==> src/rtl/piton_aws_eth_init_seq_pkg.sv <==
// Shared constants for the Ethernet Lite MAC bring-up sequencer:
// register offsets, control bit values, FSM state type and the step table.
package piton_aws_eth_pkg;

   localparam logic [12:0] ETH_TX_PING    = 13'h0000;
   localparam logic [12:0] ETH_TX_PING_HI = 13'h0004;
   localparam logic [12:0] ETH_TX_CTRL    = 13'h07FC;
   localparam logic [12:0] ETH_GIE        = 13'h07F8;
   localparam logic [12:0] ETH_RX_CTRL    = 13'h17FC;

   // program-MAC + busy; the MAC clears bit 0 when programming finishes
   localparam logic [31:0] TX_CTRL_PROG = 32'h0000_0003;
   localparam int          TX_BUSY_BIT  = 0;
   localparam logic [31:0] RX_CTRL_IE   = 32'h0000_0008;
   localparam logic [31:0] GIE_EN       = 32'h8000_0000;

   localparam logic [1:0] AXI_OKAY = 2'b00;

   localparam logic [2:0] STEP_MAC_LO = 3'd0;
   localparam logic [2:0] STEP_MAC_HI = 3'd1;
   localparam logic [2:0] STEP_PROG   = 3'd2;
   localparam logic [2:0] STEP_POLL   = 3'd3;
   localparam logic [2:0] STEP_RX     = 3'd4;
   localparam logic [2:0] STEP_GIE    = 3'd5;

   typedef enum logic [2:0] {
      IDLE,
      WADDR,
      WRESP,
      RADDR,
      RDATA,
      FIN,
      ERR
   } state_t;

   function automatic logic [12:0] step_addr(input logic [2:0] s);
      case (s)
         STEP_MAC_LO: return ETH_TX_PING;
         STEP_MAC_HI: return ETH_TX_PING_HI;
         STEP_PROG:   return ETH_TX_CTRL;
         STEP_POLL:   return ETH_TX_CTRL;
         STEP_RX:     return ETH_RX_CTRL;
         STEP_GIE:    return ETH_GIE;
         default:     return ETH_TX_PING;
      endcase
   endfunction

   // The MAC takes the address byte-reversed: first wire octet in the LSB.
   function automatic logic [31:0] step_data(input logic [2:0]  s,
                                             input logic [47:0] mac);
      case (s)
         STEP_MAC_LO: return {mac[23:16], mac[31:24],
                              mac[39:32], mac[47:40]};
         STEP_MAC_HI: return {16'h0000, mac[7:0], mac[15:8]};
         STEP_PROG:   return TX_CTRL_PROG;
         STEP_RX:     return RX_CTRL_IE;
         STEP_GIE:    return GIE_EN;
         default:     return 32'h0000_0000;
      endcase
   endfunction

endpackage

==> src/rtl/piton_aws_eth_init_seq_if.sv <==
// AXI4-Lite bundle between the init sequencer (master) and the MAC slave.
// Ports: AW/W/B write channels, AR/R read channels, 13-bit address.
interface piton_aws_eth_init_seq_if;

   logic        m_awvalid;
   logic        m_awready;
   logic [12:0] m_awaddr;
   logic        m_wvalid;
   logic        m_wready;
   logic [31:0] m_wdata;
   logic [3:0]  m_wstrb;
   logic        m_bvalid;
   logic        m_bready;
   logic [1:0]  m_bresp;
   logic        m_arvalid;
   logic        m_arready;
   logic [12:0] m_araddr;
   logic        m_rvalid;
   logic        m_rready;
   logic [31:0] m_rdata;
   logic [1:0]  m_rresp;

   modport master (
      output m_awvalid, m_awaddr,
      output m_wvalid, m_wdata, m_wstrb,
      output m_bready,
      output m_arvalid, m_araddr,
      output m_rready,
      input  m_awready, m_wready,
      input  m_bvalid, m_bresp,
      input  m_arready,
      input  m_rvalid, m_rdata, m_rresp
   );

   modport slave (
      input  m_awvalid, m_awaddr,
      input  m_wvalid, m_wdata, m_wstrb,
      input  m_bready,
      input  m_arvalid, m_araddr,
      input  m_rready,
      output m_awready, m_wready,
      output m_bvalid, m_bresp,
      output m_arready,
      output m_rvalid, m_rdata, m_rresp
   );

endinterface

==> src/rtl/piton_aws_eth_init_seq.sv <==
// AXI4-Lite master that programs the Ethernet Lite MAC station address,
// polls for completion and optionally enables RX and global interrupts.
// Ports: clk, rst (async high), start pulse, mac_addr, busy/done/error
// status and the AXI-Lite master bundle axi.
module piton_aws_eth_init_seq
   import piton_aws_eth_pkg::*;
#(
   parameter int POLL_MAX   = 1024,
   parameter bit ENABLE_IRQ = 1'b1
) (
   input  logic        clk,
   input  logic        rst,
   input  logic        start,
   input  logic [47:0] mac_addr,
   output logic        busy,
   output logic        done,
   output logic        error,
   piton_aws_eth_init_seq_if.master axi
);

   localparam int PW = $clog2(POLL_MAX + 1);
   localparam logic [PW-1:0] POLL_LIM = PW'(POLL_MAX);

   state_t        state;
   logic [2:0]    step;
   logic [PW-1:0] poll_cnt;
   logic [47:0]   mac;
   logic          aw_done;
   logic          w_done;

   logic          awvalid;
   logic [12:0]   awaddr;
   logic          wvalid;
   logic [31:0]   wdata;
   logic          bready;
   logic          arvalid;
   logic [12:0]   araddr;
   logic          rready;

   logic          aw_fin;
   logic          w_fin;
   logic [2:0]    step_inc;
   logic [PW-1:0] poll_inc;
   logic          unused_rdata;

   assign axi.m_awvalid = awvalid;
   assign axi.m_awaddr  = awaddr;
   assign axi.m_wvalid  = wvalid;
   assign axi.m_wdata   = wdata;
   assign axi.m_wstrb   = 4'hF;
   assign axi.m_bready  = bready;
   assign axi.m_arvalid = arvalid;
   assign axi.m_araddr  = araddr;
   assign axi.m_rready  = rready;

   // each channel completes independently; either order is legal
   assign aw_fin   = aw_done | (awvalid & axi.m_awready);
   assign w_fin    = w_done | (wvalid & axi.m_wready);
   assign step_inc = step + 3'd1;
   assign poll_inc = poll_cnt + PW'(1);

   assign unused_rdata = ^axi.m_rdata[31:1];

   always_ff @(posedge clk or posedge rst) begin
      if (rst) begin
         state    <= IDLE;
         step     <= STEP_MAC_LO;
         poll_cnt <= '0;
         mac      <= '0;
         aw_done  <= 1'b0;
         w_done   <= 1'b0;
         busy     <= 1'b0;
         done     <= 1'b0;
         error    <= 1'b0;
         awvalid  <= 1'b0;
         awaddr   <= '0;
         wvalid   <= 1'b0;
         wdata    <= '0;
         bready   <= 1'b0;
         arvalid  <= 1'b0;
         araddr   <= '0;
         rready   <= 1'b0;
      end else begin
         unique case (state)
            IDLE: begin
               if (start) begin
                  mac      <= mac_addr;
                  done     <= 1'b0;
                  error    <= 1'b0;
                  busy     <= 1'b1;
                  step     <= STEP_MAC_LO;
                  poll_cnt <= '0;
                  aw_done  <= 1'b0;
                  w_done   <= 1'b0;
                  awvalid  <= 1'b1;
                  wvalid   <= 1'b1;
                  awaddr   <= step_addr(STEP_MAC_LO);
                  wdata    <= step_data(STEP_MAC_LO, mac_addr);
                  state    <= WADDR;
               end
            end

            WADDR: begin
               if (axi.m_awready) awvalid <= 1'b0;
               if (axi.m_wready) wvalid <= 1'b0;
               aw_done <= aw_fin;
               w_done  <= w_fin;
               if (aw_fin && w_fin) begin
                  aw_done <= 1'b0;
                  w_done  <= 1'b0;
                  bready  <= 1'b1;
                  state   <= WRESP;
               end
            end

            WRESP: begin
               if (axi.m_bvalid) begin
                  bready <= 1'b0;
                  if (axi.m_bresp != AXI_OKAY) begin
                     state <= ERR;
                  end else if (step == STEP_GIE) begin
                     state <= FIN;
                  end else if (step == STEP_PROG) begin
                     step    <= STEP_POLL;
                     arvalid <= 1'b1;
                     araddr  <= step_addr(STEP_POLL);
                     state   <= RADDR;
                  end else begin
                     step    <= step_inc;
                     awvalid <= 1'b1;
                     wvalid  <= 1'b1;
                     awaddr  <= step_addr(step_inc);
                     wdata   <= step_data(step_inc, mac);
                     state   <= WADDR;
                  end
               end
            end

            RADDR: begin
               if (axi.m_arready) begin
                  arvalid <= 1'b0;
                  rready  <= 1'b1;
                  state   <= RDATA;
               end
            end

            RDATA: begin
               if (axi.m_rvalid) begin
                  rready <= 1'b0;
                  if (axi.m_rresp != AXI_OKAY) begin
                     state <= ERR;
                  end else if (!axi.m_rdata[TX_BUSY_BIT]) begin
                     if (ENABLE_IRQ) begin
                        step    <= STEP_RX;
                        awvalid <= 1'b1;
                        wvalid  <= 1'b1;
                        awaddr  <= step_addr(STEP_RX);
                        wdata   <= step_data(STEP_RX, mac);
                        state   <= WADDR;
                     end else begin
                        state <= FIN;
                     end
                  end else begin
                     poll_cnt <= poll_inc;
                     if (poll_inc == POLL_LIM) begin
                        state <= ERR;
                     end else begin
                        // back-to-back re-read, no idle cycle
                        arvalid <= 1'b1;
                        state   <= RADDR;
                     end
                  end
               end
            end

            FIN: begin
               busy  <= 1'b0;
               done  <= 1'b1;
               state <= IDLE;
            end

            ERR: begin
               busy  <= 1'b0;
               error <= 1'b1;
               state <= IDLE;
            end

            default: state <= IDLE;
         endcase
      end
   end

endmodule
==> src/flat_wrapper.sv <==
// flat-port wrapper written by rule: the top's interface ports become plain ports
module piton_aws_eth_init_seq_flat import piton_aws_eth_pkg::*;
#(
   parameter int POLL_MAX   = 1024,
   parameter bit ENABLE_IRQ = 1'b1
)
  (clk, rst, start, mac_addr, busy, done, error, axi_m_awvalid, axi_m_awaddr, axi_m_wvalid, axi_m_wdata, axi_m_wstrb, axi_m_bready, axi_m_arvalid, axi_m_araddr, axi_m_rready, axi_m_awready, axi_m_wready, axi_m_bvalid, axi_m_bresp, axi_m_arready, axi_m_rvalid, axi_m_rdata, axi_m_rresp);
  piton_aws_eth_init_seq_if axi_i ();
  input  logic clk;
  input  logic rst;
  input  logic start;
  input  logic [47:0] mac_addr;
  output logic busy;
  output logic done;
  output logic error;
  output wire logic [$bits(axi_i.m_awvalid)-1:0] axi_m_awvalid;
  output wire logic [$bits(axi_i.m_awaddr)-1:0] axi_m_awaddr;
  output wire logic [$bits(axi_i.m_wvalid)-1:0] axi_m_wvalid;
  output wire logic [$bits(axi_i.m_wdata)-1:0] axi_m_wdata;
  output wire logic [$bits(axi_i.m_wstrb)-1:0] axi_m_wstrb;
  output wire logic [$bits(axi_i.m_bready)-1:0] axi_m_bready;
  output wire logic [$bits(axi_i.m_arvalid)-1:0] axi_m_arvalid;
  output wire logic [$bits(axi_i.m_araddr)-1:0] axi_m_araddr;
  output wire logic [$bits(axi_i.m_rready)-1:0] axi_m_rready;
  input wire logic [$bits(axi_i.m_awready)-1:0] axi_m_awready;
  input wire logic [$bits(axi_i.m_wready)-1:0] axi_m_wready;
  input wire logic [$bits(axi_i.m_bvalid)-1:0] axi_m_bvalid;
  input wire logic [$bits(axi_i.m_bresp)-1:0] axi_m_bresp;
  input wire logic [$bits(axi_i.m_arready)-1:0] axi_m_arready;
  input wire logic [$bits(axi_i.m_rvalid)-1:0] axi_m_rvalid;
  input wire logic [$bits(axi_i.m_rdata)-1:0] axi_m_rdata;
  input wire logic [$bits(axi_i.m_rresp)-1:0] axi_m_rresp;
  assign axi_m_awvalid = axi_i.m_awvalid;
  assign axi_m_awaddr = axi_i.m_awaddr;
  assign axi_m_wvalid = axi_i.m_wvalid;
  assign axi_m_wdata = axi_i.m_wdata;
  assign axi_m_wstrb = axi_i.m_wstrb;
  assign axi_m_bready = axi_i.m_bready;
  assign axi_m_arvalid = axi_i.m_arvalid;
  assign axi_m_araddr = axi_i.m_araddr;
  assign axi_m_rready = axi_i.m_rready;
  assign axi_i.m_awready = axi_m_awready;
  assign axi_i.m_wready = axi_m_wready;
  assign axi_i.m_bvalid = axi_m_bvalid;
  assign axi_i.m_bresp = axi_m_bresp;
  assign axi_i.m_arready = axi_m_arready;
  assign axi_i.m_rvalid = axi_m_rvalid;
  assign axi_i.m_rdata = axi_m_rdata;
  assign axi_i.m_rresp = axi_m_rresp;
  piton_aws_eth_init_seq #(.POLL_MAX(POLL_MAX), .ENABLE_IRQ(ENABLE_IRQ)) u_core (.clk(clk), .rst(rst), .start(start), .mac_addr(mac_addr), .busy(busy), .done(done), .error(error), .axi(axi_i));
endmodule
==> config.mk <==
export PLATFORM = sky130hd
export DESIGN_NAME = piton_aws_eth_init_seq_flat
export DESIGN_NICKNAME = d
export VERILOG_FILES = /design/src/rtl/piton_aws_eth_init_seq_pkg.sv /design/src/rtl/piton_aws_eth_init_seq_if.sv /design/src/rtl/piton_aws_eth_init_seq.sv /design/src/flat_wrapper.sv
export SDC_FILE = /design/constraint.sdc
export NUM_CORES = 1
export LEC_CHECK = 0
export BUFFER_PORTS_ARGS = -buffer_cell sky130_fd_sc_hd__clkbuf_2
export CAP_MARGIN = 0
export CORE_MARGIN = 5
export CORE_UTILIZATION = 30
export CTS_BUF_LIST = sky130_fd_sc_hd__clkbuf_8
export CTS_CLUSTER_SIZE = 10
export DETAILED_ROUTE_END_ITERATION = 12
export PLACE_DENSITY_LB_ADDON = 0.12
export SLEW_MARGIN = 5
export SYNTH_ARGS = -nofsm -noshare
export SYNTH_HDL_FRONTEND = slang
export SYNTH_SLANG_ARGS = --single-unit
==> constraint.sdc <==
create_clock -name clk -period 8.9 [get_ports clk]
set_input_delay 1.78 -clock clk [delete_from_list [all_inputs] [get_ports clk]]
set_output_delay 1.78 -clock clk [all_outputs]
set_load 0.03 [all_outputs]
==> summary.md <==
| Metric | Value |
|---|---|
| Outcome | finished, final reports clean |
| Clk slew on worst S/H paths | 110 ps |
| Post-DP Area | 6420 sq um |
| Hold Vio Cnt, Final | 0 |
| Worst Setup End Kind | register |
| Fin area | 6610 sq um |
| Antenna Nets Post-Route | 0 |
| Measured slew at the worst slew-check pin | 898 ps |
| Nets@finish | 681 |
| Critical Path Fanout Max | 38 |
| FMAX | 0.292 GHz |
| Clk_skew | 13.6 ps |
| DPL Wire Length | 9670 um |
| Min-Delay Path Class | register to register |
| Core footprint | 18800 sq um |
| Pwr Total | 2.49 mW |
| R2R Path Start | u_core.step[0]$_DFFE_PP0P_ |
| Syn Inst Count | 495 |
| CP Data Required Time | 9170 ps |
| Final GP Congestion | 0.753 |
| Die Y-Extent | 149 um |
| Pleak | 3.05 nW |
| N_diodes | 0 |
| Min-delay src | u_core.mac[5]$_DFFE_PP0P_ |
| Fin crit share | 38.5% |
| PD cells | 377 nW/um^2 |
| Die Wd | 149 um |
| Yosys warnings | 0 |
| H-tree levels | 3 |
| EDFF count, synth | 0 |
| Clock Sink Count | 111 |
| Setup TNS | 0 ps |
| Initial Util | 30.7% |
| Cell Area, Synth | 5790 sq um |
| Main flop type after synthesis | dfrtp_1 |
| TritonCTS clock tree | built |
| GRT overflow | 0 |
| Commonest non-fill, non-tap cells in the layout | clkbuf_2, dfrtp_1, a22o_1 |
| Yosys top cell by area | dfrtp_1 |
| DR pass1 iterations | 4 |
| I/O pin count | 162 |
| Clk Latency, worst-skew pair | 390 ps |
| Final Critical Period | 3420 ps |
| WL final | 14600 um |
| First-pass GRT wire length | 23800 um |
| Post-CTS setup buffers | 0 |
| Buffers on Ports | 119 |
| Worst slack at placement | 5040 ps |
| Post-synth ARST share | 100% |
| DP Cell Count | 831 |
| Max-slew headroom | 40.1% |
| Setup crit start | axi_m_bresp[0] |
| Non-filler cells in the finished layout | 847 |
| Max VDD drop | 0.000136 V |
| Hold-fix buffers, CTS | 0 |
| Yosys reg bits | 111 |
| Core Rows | 50 |
| Share of layout cells above drive strength 1 | 35.9% |
| CP Launch Type | primary input |
| Total track usage | 13.4% |
| DRC errors left | 0 |
| Finish-stage setup viols | 0 |
| Ranking of synthesized cells by area | dfrtp_1, mux2_2, a22o_1 |
| WP data arrival | 3690 ps |
| Clk buf depth | 2 |
| WL per Instance | 17.2 um |
| Total vias in the final route | 4101 |
| Worst setup margin | 5480 ps |
| Avg Cell Area, Syn | 11.7 sq um |
| Initial antenna violation count | 1 |
| Vias per cell | 4.84 |
| RSZ-0062 raised after global routing | false |
| Slew Limit Fails | 0 |
| Area Growth Syn to Fin | 14.2% |
| Vias in the first global route | 4412 |
| Resized cells post-CTS | 0 |
| Clock root cell | clkbuf_8 |
| Seq/Total Area, Yosys | 48.0% |
| Largest net degree at the start of global routing | 68 |
| Number of buffers created by CTS | 9 |
| CP Class | primary input to register |
| DRC marker count from the first detailed-route iteration | 156 |
| MaxCap Viol Count | 0 |
| Die area | 22200 sq um |
| Synth top area share | 48.0% |
| Commonest non-fill, non-tap cell in the layout | clkbuf_2 |
| Synth cell types | 58 |
power breakdown:
group | switching, mW | internal [mW] | leakage [nW]
sequential | 0.155 | 0.731 | 1.36
clock | 0.192 | 0.115 | 0.0978
combinational | 0.727 | 0.570 | 1.60
total | 1.07 | 1.42 | 3.05
per-layer routing:
metal  up-vias  track usage (%)  wire length [um]
li1       1938                -                 -
met1      2061             17.2              6600
met2        90             21.8              6850
met3        10             4.50               973
met4         2             3.25               129
met5         -                0                11
path summary, 6_finish.rpt:
path / end / slack (ps) / cells after the start
hold / removal: u_core.mac[5]$_DFFE_PP0P_ / 500 / 1
setup / recovery: u_core.axi.m_wdata[7]$_DFFE_PP0P_ / 5480 / 7
max in group asynchronous: u_core.poll_cnt[8]$_DFFE_PP0P_ / 6150 / 3
setup reg to reg: u_core.axi.m_wdata[0]$_DFFE_PP0P_ / 5730 / 6
hold reg to reg: u_core.mac[5]$_DFFE_PP0P_ / 500 / 1
min in group asynchronous: u_core.axi.m_wdata[21]$_DFFE_PP0P_ / 1430 / 2
cell families after synthesis:
family                   after synthesis  share of synthesized area (%)
other                                  2                          0.130
XOR/XNOR                               9                           1.36
AND/OR/NAND/NOR                       99                           8.69
adder cells (fa/ha/maj)                7                           1.51
buffers and inverters                 62                           6.79
AO/OA/AOI/OAI                        117                           15.1
multiplexers                          88                           18.4
flip-flops                           111                           48.0
layout make-up:
type,count,area [sq um]
Fill cell,1936,12200
Sequential cell,111,2780
Multi-Input combinational cell,331,2670
Timing Repair Buffer,123,626
Tap cell,260,325
Clock buffer,10,138
Clock inverter,6,52.6
Inverter,6,25.0
flip-flops by register name, summed over array words and instances (netlist names):
name	count
u_core.axi.m_awaddr	3
u_core.axi.m_bready	1
u_core.axi.m_awvalid	1
u_core.busy	1
u_core.axi.m_wdata	32
u_core.axi.m_araddr	1
u_core.w_done	1
u_core.aw_done	1
u_core.step	3
u_core.error	1
u_core.axi.m_wvalid	1
u_core.axi.m_rready	1
u_core.poll_cnt	11
u_core.axi.m_arvalid	1
u_core.state	3
u_core.done	1
u_core.mac	48
stage by stage:
stage / utilization, % / hold slack [ps]
finish: 35.1 / 499
global route: 35.1 / 524
CTS: 35.1 / 505
detailed placement: 34.1 / 479
global placement: 34.1 / 469
floorplan: - / 459
critical path, cell delays in order:
cell and delay, ps:
clkbuf_2 110, a211oi_1 290, nand2_1 130, a21o_1 260, nor3_4 120, buf_4 580
mux2_2 400
cell usage after synthesis, types with 5 or more instances:
cell type,number
nor3_1,5
o21ai_1,16
a21oi_1,14
nor2_1,21
mux2_1,21
a22o_1,46
dfrtp_1,111
nor2b_1,6
o31ai_1,5
o21ai_0,7
inv_1,6
nand3_1,7
nand2b_1,7
clkbuf_1,11
buf_4,27
ha_1,7
mux2_2,44
mux2_4,21
nand2_1,28
xnor2_1,5
buf_6,6
buf_2,11
(Power assumes the default switching activity.)
